`src/rtl/bcd_entry_buffer_if.sv`:
```
// Keypad/result/operand bundle for the BCD operand-entry buffer.
// slave: the buffer itself; master: the keypad/sequencer side driving it.
interface bcd_entry_buffer_if #(
    parameter int DIGITS = 10
);
    localparam int CW = $clog2(DIGITS + 1);

    // keypad levels (edge-detected inside the buffer)
    logic                  new_digit;
    logic [3:0]            digit;
    logic                  backspace;
    logic                  neg_toggle;
    logic                  clear;
    logic                  commit;

    // previous-result load (single-cycle strobe)
    logic                  load_result;
    logic [4*DIGITS-1:0]   result_bcd;
    logic [CW-1:0]         result_count;
    logic                  result_neg;

    // live entry view
    logic [4*DIGITS-1:0]   num_bcd;
    logic [CW-1:0]         count;
    logic                  negative;
    logic                  full;
    logic                  err;

    // committed operand handshake
    logic                  out_valid;
    logic                  out_ready;
    logic [4*DIGITS-1:0]   out_bcd;
    logic [CW-1:0]         out_count;
    logic                  out_neg;

    modport slave (
        input  new_digit, digit, backspace, neg_toggle, clear, commit,
        input  load_result, result_bcd, result_count, result_neg,
        input  out_ready,
        output num_bcd, count, negative, full, err,
        output out_valid, out_bcd, out_count, out_neg
    );

    modport master (
        output new_digit, digit, backspace, neg_toggle, clear, commit,
        output load_result, result_bcd, result_count, result_neg,
        output out_ready,
        input  num_bcd, count, negative, full, err,
        input  out_valid, out_bcd, out_count, out_neg
    );
endinterface

```
`src/rtl/bcd_entry_buffer.sv`:
```
// BCD operand-entry buffer: collects keypad digits into a packed BCD number
// (digit 0 in [3:0]), supports backspace/sign/clear/result load, and hands
// committed operands out over a valid/ready handshake.
module bcd_entry_buffer #(
    parameter int DIGITS = 10
) (
    input  logic              i_clk,
    input  logic              i_rst_n,
    bcd_entry_buffer_if.slave bus
);
    localparam int            CW       = $clog2(DIGITS + 1);
    localparam int            NW       = 4 * DIGITS;
    localparam logic [CW-1:0] FULL_CNT = CW'(DIGITS);

    // bit positions in the shared edge-detect vector
    localparam int K_DIG = 0;
    localparam int K_BS  = 1;
    localparam int K_NEG = 2;
    localparam int K_CLR = 3;
    localparam int K_CMT = 4;

    logic [4:0]    w_lvl;
    logic [4:0]    w_evt;
    logic [4:0]    r_prev;
    logic          r_armed;   // low for the first clock after reset

    logic [NW-1:0] r_num,  w_num;
    logic [CW-1:0] r_cnt,  w_cnt;
    logic          r_neg,  w_neg;
    logic          r_err,  w_err;
    logic          r_ov,   w_ov;
    logic [NW-1:0] r_obcd, w_obcd;
    logic [CW-1:0] r_ocnt, w_ocnt;
    logic          r_oneg, w_oneg;
    logic          w_take;

    assign w_lvl = {bus.commit, bus.clear, bus.neg_toggle, bus.backspace, bus.new_digit};
    // A key held across reset release must not fire: the first clock only
    // captures the levels.
    assign w_evt = w_lvl & ~r_prev & {5{r_armed}};

    // previous-value registers for rising-edge detection
    always_ff @(posedge i_clk or negedge i_rst_n) begin
        if (!i_rst_n) begin
            r_prev  <= '0;
            r_armed <= 1'b0;
        end else begin
            r_prev  <= w_lvl;
            r_armed <= 1'b1;
        end
    end

    // one action per cycle, highest-priority event wins, the rest are dropped
    always_comb begin
        w_num  = r_num;
        w_cnt  = r_cnt;
        w_neg  = r_neg;
        w_err  = r_err;
        w_ov   = r_ov;
        w_obcd = r_obcd;
        w_ocnt = r_ocnt;
        w_oneg = r_oneg;
        w_take = r_ov & bus.out_ready;

        if (w_take)
            w_ov = 1'b0;

        if (w_evt[K_CLR]) begin
            w_num = '0;
            w_cnt = '0;
            w_neg = 1'b0;
            w_err = 1'b0;
        end else if (bus.load_result) begin
            w_num = bus.result_bcd;
            for (int i = 0; i < DIGITS; i++)
                if (i >= int'(bus.result_count))
                    w_num[4*i +: 4] = 4'd0;
            if (int'(bus.result_count) > DIGITS) begin
                w_cnt = FULL_CNT;
                w_err = 1'b1;
            end else begin
                w_cnt = bus.result_count;
            end
            w_neg = bus.result_neg;
        end else if (w_evt[K_CMT]) begin
            // slot is free, or is being drained this very cycle
            if (!r_ov || bus.out_ready) begin
                w_obcd = r_num;
                w_ocnt = r_cnt;
                w_oneg = r_neg;
                w_ov   = 1'b1;
                w_num  = '0;
                w_cnt  = '0;
                w_neg  = 1'b0;
            end else begin
                w_err = 1'b1;
            end
        end else if (w_evt[K_BS]) begin
            if (r_cnt != '0) begin
                w_num = {4'd0, r_num[NW-1:4]};
                w_cnt = r_cnt - CW'(1);
                if (r_cnt == CW'(1))
                    w_neg = 1'b0;
            end
        end else if (w_evt[K_NEG]) begin
            w_neg = ~r_neg;
        end else if (w_evt[K_DIG]) begin
            if (bus.digit > 4'd9 || r_cnt == FULL_CNT) begin
                w_err = 1'b1;
            end else if (!(r_cnt == '0 && bus.digit == 4'd0)) begin
                w_num = {r_num[NW-5:0], bus.digit};
                w_cnt = r_cnt + CW'(1);
            end
        end
    end

    // entry and committed-operand state
    always_ff @(posedge i_clk or negedge i_rst_n) begin
        if (!i_rst_n) begin
            r_num  <= '0;
            r_cnt  <= '0;
            r_neg  <= 1'b0;
            r_err  <= 1'b0;
            r_ov   <= 1'b0;
            r_obcd <= '0;
            r_ocnt <= '0;
            r_oneg <= 1'b0;
        end else begin
            r_num  <= w_num;
            r_cnt  <= w_cnt;
            r_neg  <= w_neg;
            r_err  <= w_err;
            r_ov   <= w_ov;
            r_obcd <= w_obcd;
            r_ocnt <= w_ocnt;
            r_oneg <= w_oneg;
        end
    end

    assign bus.num_bcd   = r_num;
    assign bus.count     = r_cnt;
    assign bus.negative  = r_neg;
    assign bus.full      = (r_cnt == FULL_CNT);
    assign bus.err       = r_err;
    assign bus.out_valid = r_ov;
    assign bus.out_bcd   = r_obcd;
    assign bus.out_count = r_ocnt;
    assign bus.out_neg   = r_oneg;
endmodule

```
`src/flat_wrapper.sv`:
```
// flat-port wrapper written by rule: the top's interface ports become plain ports
module bcd_entry_buffer_flat 
#(
    parameter int DIGITS = 10
)
  (i_clk, i_rst_n, bus_new_digit, bus_digit, bus_backspace, bus_neg_toggle, bus_clear, bus_commit, bus_load_result, bus_result_bcd, bus_result_count, bus_result_neg, bus_out_ready, bus_num_bcd, bus_count, bus_negative, bus_full, bus_err, bus_out_valid, bus_out_bcd, bus_out_count, bus_out_neg);
  bcd_entry_buffer_if #(.DIGITS(DIGITS)) bus_i ();
  input  logic i_clk;
  input  logic i_rst_n;
  input wire logic [$bits(bus_i.new_digit)-1:0] bus_new_digit;
  input wire logic [$bits(bus_i.digit)-1:0] bus_digit;
  input wire logic [$bits(bus_i.backspace)-1:0] bus_backspace;
  input wire logic [$bits(bus_i.neg_toggle)-1:0] bus_neg_toggle;
  input wire logic [$bits(bus_i.clear)-1:0] bus_clear;
  input wire logic [$bits(bus_i.commit)-1:0] bus_commit;
  input wire logic [$bits(bus_i.load_result)-1:0] bus_load_result;
  input wire logic [$bits(bus_i.result_bcd)-1:0] bus_result_bcd;
  input wire logic [$bits(bus_i.result_count)-1:0] bus_result_count;
  input wire logic [$bits(bus_i.result_neg)-1:0] bus_result_neg;
  input wire logic [$bits(bus_i.out_ready)-1:0] bus_out_ready;
  output wire logic [$bits(bus_i.num_bcd)-1:0] bus_num_bcd;
  output wire logic [$bits(bus_i.count)-1:0] bus_count;
  output wire logic [$bits(bus_i.negative)-1:0] bus_negative;
  output wire logic [$bits(bus_i.full)-1:0] bus_full;
  output wire logic [$bits(bus_i.err)-1:0] bus_err;
  output wire logic [$bits(bus_i.out_valid)-1:0] bus_out_valid;
  output wire logic [$bits(bus_i.out_bcd)-1:0] bus_out_bcd;
  output wire logic [$bits(bus_i.out_count)-1:0] bus_out_count;
  output wire logic [$bits(bus_i.out_neg)-1:0] bus_out_neg;
  assign bus_i.new_digit = bus_new_digit;
  assign bus_i.digit = bus_digit;
  assign bus_i.backspace = bus_backspace;
  assign bus_i.neg_toggle = bus_neg_toggle;
  assign bus_i.clear = bus_clear;
  assign bus_i.commit = bus_commit;
  assign bus_i.load_result = bus_load_result;
  assign bus_i.result_bcd = bus_result_bcd;
  assign bus_i.result_count = bus_result_count;
  assign bus_i.result_neg = bus_result_neg;
  assign bus_i.out_ready = bus_out_ready;
  assign bus_num_bcd = bus_i.num_bcd;
  assign bus_count = bus_i.count;
  assign bus_negative = bus_i.negative;
  assign bus_full = bus_i.full;
  assign bus_err = bus_i.err;
  assign bus_out_valid = bus_i.out_valid;
  assign bus_out_bcd = bus_i.out_bcd;
  assign bus_out_count = bus_i.out_count;
  assign bus_out_neg = bus_i.out_neg;
  bcd_entry_buffer #(.DIGITS(DIGITS)) u_core (.i_clk(i_clk), .i_rst_n(i_rst_n), .bus(bus_i));
endmodule
```
`config.mk`:
```
export PLATFORM = sky130hd
export DESIGN_NAME = bcd_entry_buffer_flat
export DESIGN_NICKNAME = d
export VERILOG_FILES = /design/src/rtl/bcd_entry_buffer_if.sv /design/src/rtl/bcd_entry_buffer.sv /design/src/flat_wrapper.sv
export SDC_FILE = /design/constraint.sdc
export NUM_CORES = 1
export LEC_CHECK = 0
export ABC_AREA = 0
export CORE_MARGIN = 4
export CORE_UTILIZATION = 48
export CTS_CLUSTER_DIAMETER = 100
export DETAILED_ROUTE_END_ITERATION = 12
export PLACE_DENSITY = 0.88
export SYNTH_ARGS = -nofsm -noshare
export SYNTH_HDL_FRONTEND = slang
export SYNTH_SLANG_ARGS = --single-unit
```
`constraint.sdc`:
```
create_clock -name i_clk -period 2.6 [get_ports i_clk]
set_clock_uncertainty 0.05 [all_clocks]
set_input_delay 0.26 -clock i_clk [delete_from_list [all_inputs] [get_ports i_clk]]
set_output_delay 0.26 -clock i_clk [all_outputs]
set_load 0.05 [all_outputs]
```
# Word-level counts from Yosys, hierarchy flattened

Index checks and enable logic that the tools add are counted.
W data, S select, Z words.

Bits in registers: 98
Input bits: 58
Output and inout port bits: 93
Word-level logic and storage cells: 111

$add $sub $neg: 2
$lt $le $gt $ge: 12
Equal/unequal tests: 12
Muxes and demuxes: 53
Bitwise gates (word level): 7
Reductions and logical operators: 15

Operators with widths:

| operator              | number |
|---|---|
| $mux W40              | 10 |
| $mux W4               | 21 |
| $mux W1               | 22 |
| $ge A3 B4 Y1 const A  | 4 |
| $ne A5 B3 Y1 const B  | 3 |
| $reduce_and A6 Y1     | 2 |
| $reduce_bool A4 Y1    | 3 |
| $and A5 B5 Y5         | 2 |
| $ne A5 B2 Y1 const B  | 2 |
| $reduce_bool A5 Y1    | 2 |
| $ge A1 B4 Y1 const A  | 2 |
| $ge A2 B4 Y1 const A  | 2 |
| $ge A4 B4 Y1 const A  | 2 |
| $gt A4 B4 Y1 const B  | 2 |
| $logic_not A4 Y1      | 2 |
| $ne A4 B2 Y1 const B  | 2 |
| $ne A4 B4 Y1 const B  | 2 |
| $reduce_and A4 Y1     | 2 |
| $not A5 Y5            | 1 |
| $add A4 B1 Y4 const B | 1 |
| $eq A4 B1 Y1 const B  | 1 |
| $eq A4 B4 Y1 const B  | 1 |
| $sub A4 B1 Y4 const B | 1 |
| $ne A3 B1 Y1 const B  | 1 |
| 5 further kinds       | 8 |

# Depth between registers and ports, before layout

Gate-level depths: netlist of run 1.

Word-level depth: 10
Depth in mapped cells: 8

# Worst setup path before layout of run 1

OpenSTA, ideal clock, no wires.

Path kind: register to register
Start point: reg u_core.r_cnt[0], in the netlist u_core.bus.count[0]
End point: reg u_core.r_cnt[3], in the netlist u_core.bus.count[3]
Arrival time: 2631 ps
Data required time: 2425 ps
Setup slack: -206 ps
Cell stages (with the launch flop): 9
Path buffers: 1
Clock period less this slack: 2806 ps
Path through: dfrtp_1 -> inv_1 -> ha_1 -> and3b_2 -> nor2_1 -> a21oi_1 -> a211oi_4 -> buf_6 -> mux2_2

Elaborated cells between the ends (all ways): 20
Classes of those cells: add/sub: 2; eq/ne: 4; mux: 9; reduce/logical: 5

RTL lines:

| what                        | RTL line                | text |
|---|---|---|
| start, declared             | bcd_entry_buffer.sv:28  | `logic [CW-1:0] r_cnt, w_cnt;` |
| start signal, assigned      | bcd_entry_buffer.sv:130 | `r_cnt <= w_cnt;` |
| $eq A4 B4 Y1                | -                       |  |
| via bus_full                | flat_wrapper.sv:24      | `output wire logic [$bits(bus_i.full)-1:0] bus_full;` |
| $logic_or A1 B1 Y1          | bcd_entry_buffer.sv:108 | `if (bus.digit > 4'd9 \|\| r_cnt == FULL_CNT) begin` |
| $ne A5 B2 Y1 (no line)      | -                       |  |
| $reduce_and A6 Y1 (no line) | -                       |  |

The timed path passes the listed nets, and every way through them passes these cells. The select of a mux whose other input is x is not followed.
A chain may end at the register's enable or synchronous reset.

# Final worst setup path of run 1

Start point: reg u_core.r_cnt[0], in the netlist u_core.bus.count[0]
End point: out bus_full

Word-level cells in the longest chain between the ends: 1

RTL lines:

| what          | RTL line                | text |
|---|---|---|
| $eq A4 B4 Y1  | bcd_entry_buffer.sv:143 | `assign bus.full = (r_cnt == FULL_CNT);` |
| end, declared | flat_wrapper.sv:24      |  |

No other way between the ends.

==> impl_metrics.ini, run 1 <==
[global_route]
track_usage = 0.2326
grt_met1_use = 0.3036
grt_util_met3 = 0.05459
grt_first_pass_wirelength_mm = 23.26
first_global_vias = 4359
grt_overflow_total = 0
largest_net_degree_at_the_start_of_global_routing = 54
antenna_found_initial = 0
global_route.usage.met2 = 0.3803
globalRoute.busiestLayer = met2

[yosys]
synth-seq-cells = 98
synth_area_mm2 = 0.005069
syn_nets = 487
synth_top_flop_cell = dfrtp_1
synth-edff-count = 0
synth-async-reset-ratio = 1.000
synth_cell_types = 46
synth_sequential_area_ratio = 0.4838
post_synth.cell_area_avg_um2 = 11.95
synth_warnings = 0
syn-instance-count = 424

[layout]
final_common_cell = clkdlybuf4s50_1
final_design_area_no_fill_mm2 = 0.006992
utilization = 0.6773
layout.cells.most_common_list = clkdlybuf4s50_1 (149), dfrtp_1 (97), mux2_2 (86)
area_delta_synth_final_pct = 37.94
antenna_cell_count = 0
regArea_mm2 = 0.002454
final_nets = 637
multi_input_comb_area_mm2 = 0.002440
post_route_cells_drive_above_1_share = 0.2159
final-instance-count-excl-fill = 715
filler_cell_count = 777

[floorplanning]
fp.coreArea_mm2 = 0.01032
die_area_mm2 = 0.01227
boundaryPins = 151
die_height_um = 110.8
floorplan.die.width_um = 110.8
fp-row-count = 37
initial_core_util = 0.4910

[detailed_routing]
wl_mm = 13.97
dr.first_iter.drc_count = 174
routedWlPerCell_um = 19.54
drt.antenna.violating_nets = 0
drt_drc_violations_left = 0
via_count = 4004
first_pass_iteration_count_of_the_detailed_router = 4
avgViaCountPerCell = 5.600

[place]
dpl-instance-area_mm2 = 0.006809
globalplace.congestion = 0.8525
placement.io_buffers = 150
detailedPlacementHpwl_mm = 10.10
dpl.cell_count = 698
place_ws_ns = 0.1291

[critical_path]
critical_path.n_buffers_inverters = 2
critical_path.slowest_cell = clkdlybuf4s50_1
worstPathCellList = inv_1 -> ha_1 -> and3b_2 -> clkdlybuf4s50_1
critical_path.max_stage_delay_ns = 0.81
maximum_net_fanout_on_the_critical_path = 8
cp.required_ns = 2.29
worstSetupStartpointType = flip-flop
crit_path_arrival_time_ns = 2.17
path_delay_family = buffers and inverters
setup.worst_path.end_class = primary output
timing_worst_setup_path_type = flip-flop to primary output

[timing]
final_max_slew_viol_count = 0
setup-tns-final_ns = 0
fmax_mhz = 403.5
rsz0062_at_grt = no
number_of_hold_slack_violations_in_the_final_timing_report = 0
final.period_utilization = 0.9532
whs_ns = 0.3048
worst_slew_margin_rel = 0.5836
timing_worst_slew_pin_value_ns = 0.6247
finalSetupViolations = 0
layout_setup_ws_ns = 0.1217
finalCriticalPeriod_ns = 2.478

[job]
max_cap_viol_count = 0

[clock_tree]
cts_max_level = 3
tritoncts_num_sinks = 98
post_cts_resized = 0
clk-insertion-delay-late_ns = 0.36
cts_root_buffer = clkbuf_8
largest_buffer_count_on_any_clock_path = 2
tritoncts = done
clk_pin_slew_ns = 0.09
cts-buffers-inserted = 9

[worst_hold_path]
hold_class = input port to flip-flop

[power_and_ir_drop]
totalPowerFinal_mw = 6.472
worst_ir_drop_vdd_uv = 501.7
powerDensity_mw_per_mm2 = 925.7
p_leak_nw = 3.226

[outcome]
status = finished, final reports clean
## worst reg2reg max path, delay by kind of cell, from the launching register on
kind	cells	cell delay [ns]
AO/OA/AOI/OAI	2	0.37
adder cells (fa/ha/maj)	1	0.20
buffers and inverters	2	0.41
multiplexers	1	0.39
flip-flops	1	0.46
AND/OR/NAND/NOR	2	0.39
## state kept, by name, summed over array words and instances (netlist names)
name,flops
u_core.r_prev,5
u_core.bus.out_valid,1
u_core.bus.count,4
u_core.bus.out_bcd,40
u_core.bus.err,1
u_core.bus.out_neg,1
u_core.bus.negative,1
u_core.r_armed,1
u_core.bus.num_bcd,40
u_core.bus.out_count,4
## metal layers
metal | vias up | part of all wire
li1 | 1845 | -
met1 | 2004 | 0.43
met2 | 132 | 0.48
met3 | 23 | 0.064
met4 | 0 | 0.021
met5 | - | 0
## cell families after synthesis
group | synth area share
flops | 0.4838
mux | 0.2765
other cells | 0.0007398
compound gates | 0.1039
xor+xnor | 0.003457
simple gates | 0.08443
fa+ha+maj | 0.01234
buf+inv | 0.03481
## timing repair
action,4_1_cts,5_1_grt
hold buffers,1,0
hold endpoints to repair,45,0
buffers inserted,0,0
## report_power, final
| group | leakage, nW | switching, mW | internal (mW) | total, mW |
|---|---|---|---|---|
| Combinational | 1.88 | 2.01 | 1.28 | 3.29 |
| Clock | 0.0786 | 0.530 | 0.374 | 0.904 |
| Sequential | 1.26 | 0.373 | 1.91 | 2.28 |
| Total | 3.23 | 2.91 | 3.56 | 6.47 |
## final timing paths
check / start / to / slack (ns) / depth (start not counted)
worst max-delay path: u_core.bus.count[0] / bus_full / 0.12 / 4
worst min-delay path: bus_clear / u_core.r_prev[3] / 0.30 / 1
max in group asynchronous: i_rst_n / u_core.bus.out_bcd[12] / 1.40 / 3
worst min register to register: u_core.bus.out_bcd[5] / u_core.bus.out_bcd[5] / 0.45 / 1
min in group asynchronous: i_rst_n / u_core.r_prev[4] / 0.39 / 2
worst max register to register: u_core.bus.count[0] / u_core.bus.num_bcd[28] / 0.23 / 8
## cell usage after synthesis, types with 3 or more instances
cell / number / area share
o21ai_0: 3 / 0.0030
o21a_1: 3 / 0.0044
buf_2: 12 / 0.012
nor2b_1: 4 / 0.0049
nand3_1: 6 / 0.0059
a32oi_1: 4 / 0.0069
dfrtp_1: 98 / 0.48
mux2_2: 86 / 0.19
clkbuf_1: 11 / 0.0081
inv_1: 7 / 0.0052
ha_1: 5 / 0.012
a2bb2oi_1: 36 / 0.062
a21oi_1: 9 / 0.0089
mux2i_1: 41 / 0.081
nand2_1: 7 / 0.0052
nor2_1: 53 / 0.039
buf_6: 4 / 0.0089
## layout make-up
cell class,instances,area share
inverter,7,0.003758
clock inverter,4,0.003937
clock buffer,12,0.02076
multi-input combinational,291,0.3490
tap,136,0.02434
sequential,98,0.3509
timing repair buffer,167,0.2473
(Power assumes the default switching activity.)
==> run 2, diff against run 1 <==
--- a/config.mk
+++ b/config.mk
@@ -6,10 +6,13 @@
 export NUM_CORES = 1
 export LEC_CHECK = 0
 export ABC_AREA = 0
+export CAP_MARGIN = 10
 export CORE_MARGIN = 4
 export CORE_UTILIZATION = 48
 export CTS_CLUSTER_DIAMETER = 100
 export DETAILED_ROUTE_END_ITERATION = 12
+export GPL_ROUTABILITY_DRIVEN = 0
+export MAX_ROUTING_LAYER = met4
 export PLACE_DENSITY = 0.88
 export SYNTH_ARGS = -nofsm -noshare
 export SYNTH_HDL_FRONTEND = slang
==> impl_metrics.ini, run 2 (same netlist as run 1, synthesis figures left out) <==
[floorplanning]
die_height_um = 110.8
floorplan.die.width_um = 110.8
fp.coreArea_mm2 = 0.01032
boundaryPins = 151
die_area_mm2 = 0.01227
initial_core_util = 0.4910
fp-row-count = 37

[power_and_ir_drop]
p_leak_nw = 3.215
powerDensity_mw_per_mm2 = 951.7
worst_ir_drop_vdd_uv = 519.6

[timing]
timing_worst_slew_pin_value_ns = 0.6803
rsz0062_at_grt = no
number_of_hold_slack_violations_in_the_final_timing_report = 0
finalSetupViolations = 0
finalCriticalPeriod_ns = 2.476
worst_slew_margin_rel = 0.5465
setup-tns-final_ns = 0
fmax_mhz = 403.8
final.period_utilization = 0.9525
final_max_slew_viol_count = 0
whs_ns = 0.2863

[detailed_routing]
first_pass_iteration_count_of_the_detailed_router = 4
drt.antenna.violating_nets = 0
drt_drc_violations_left = 0
wl_mm = 14.11
dr.first_iter.drc_count = 202
via_count = 4028
routedWlPerCell_um = 19.88
avgViaCountPerCell = 5.673

[global_route]
grt_met1_use = 0.3123
track_usage = 0.2403
grt_util_met3 = 0.04858
globalRoute.busiestLayer = met2
grt_overflow_total = 0
first_global_vias = 4327
grt_first_pass_wirelength_mm = 23.07
antenna_found_initial = 0
global_route.usage.met2 = 0.3803
largest_net_degree_at_the_start_of_global_routing = 51

[layout]
antenna_cell_count = 0
post_route_cells_drive_above_1_share = 0.2125
final_nets = 632
utilization = 0.6748
area_delta_synth_final_pct = 37.45
layout.cells.most_common_list = clkdlybuf4s50_1 (149), dfrtp_1 (97), mux2_2 (86)
final_common_cell = clkdlybuf4s50_1

[job]
max_cap_viol_count = 0

[clock_tree]
tritoncts_num_sinks = 98
clk-insertion-delay-late_ns = 0.38
cts_root_buffer = clkbuf_8
post_cts_resized = 0
largest_buffer_count_on_any_clock_path = 2
tritoncts = done
cts_setup_buffers = 0
cts-buffers-inserted = 9
clk_pin_slew_ns = 0.09
cts_max_level = 3

[critical_path]
worstSetupStartpointType = flip-flop
crit_path_arrival_time_ns = 2.17
cp.required_ns = 2.29
setup.worst_path.end_class = primary output
timing_worst_setup_path_type = flip-flop to primary output
maximum_net_fanout_on_the_critical_path = 8

[worst_hold_path]
hold_class = input port to flip-flop

[place]
placement.io_buffers = 150
detailedPlacementHpwl_mm = 9.871

[outcome]
status = finished, final reports clean
## run 2: cell types whose count changed in the layout (fill, tap and decap cells not counted)
| cell | previous run | this run |
|---|---|---|
| clkinv_4 | 0 | 1 |
| clkbuf_1 | 2 | 0 |
| clkinvlp_4 | 3 | 1 |
| bufinv_16 | 0 | 1 |
| buf_12 | 8 | 6 |
| clkinv_2 | 1 | 0 |
| inv_6 | 0 | 3 |
| buf_4 | 9 | 6 |
## run 2: path summary, 6_finish.rpt
kind | startpoint | endpoint | slack, ns | depth (start not counted)
setup / recovery | u_core.bus.count[0] | bus_full | 0.12 | 4
max in group asynchronous | i_rst_n | u_core.bus.count[0] | 1.41 | 3
min in group asynchronous | i_rst_n | u_core.bus.out_count[0] | 0.39 | 2
hold reg to reg | u_core.bus.out_bcd[4] | u_core.bus.out_bcd[4] | 0.45 | 1
setup reg to reg | u_core.bus.count[0] | u_core.bus.num_bcd[18] | 0.18 | 8
hold / removal | bus_commit | u_core.r_prev[4] | 0.29 | 1
## run 2: report_power, final
part | leakage (nW) | switching (mW) | internal [mW]
clock network | 0.104 | 0.581 | 0.483
logic | 1.85 | 2.01 | 1.27
registers | 1.26 | 0.384 | 1.91
total | 3.22 | 2.97 | 3.66
## run 2: layout make-up
cell class	count	area, um2
clock inverters	6	72.57
repair buffers	162	1667
flip-flops and latches	98	2454
fillers	753	3357
clock buffers	10	137.6
well taps	136	170.2
inverters	7	26.28
multi-input cells	291	2440
## run 2: metal layers
layer	share of wire	vias up
met3	0.059	24
met1	0.43	2015
met2	0.49	156
li1	-	1833
met5	0	-
met4	0.020	0
## run 2: worst max-delay path: stages, from the launching register on
cell and delay (ns):
dfrtp_2 0.48, inv_1 0.15, ha_1 0.16, and3b_2 0.20
clkdlybuf4s50_1 0.80
## run 2: through the flow
step / setup slack, ns / cell area (um2) / cells / power (mW)
after floorplan: 0.02587 / 5070 / 424 / 4.393
after global placement: 0.1629 / 6746 / 693 / 5.499
after detailed placement: 0.1156 / 6746 / 693 / 5.604
after CTS: 0.1165 / 6967 / 710 / 6.671
after global routing: 0.07325 / 6967 / 710 / 6.928
final: 0.1236 / 6967 / 710 / 6.630
## run 2: what timing repair did
item	4_1_cts	5_1_grt
hold buffers	1	0
endpoints found under the hold margin	48	0
setup endpoints to repair	0	0
==> run 3, diff against run 2 <==
--- a/config.mk
+++ b/config.mk
@@ -14,6 +14,7 @@
 export GPL_ROUTABILITY_DRIVEN = 0
 export MAX_ROUTING_LAYER = met4
 export PLACE_DENSITY = 0.88
+export SLEW_MARGIN = 20
 export SYNTH_ARGS = -nofsm -noshare
 export SYNTH_HDL_FRONTEND = slang
 export SYNTH_SLANG_ARGS = --single-unit
==> results of run 3 <==
No change in the layout: final DEF, timing and power equal those of run 2.
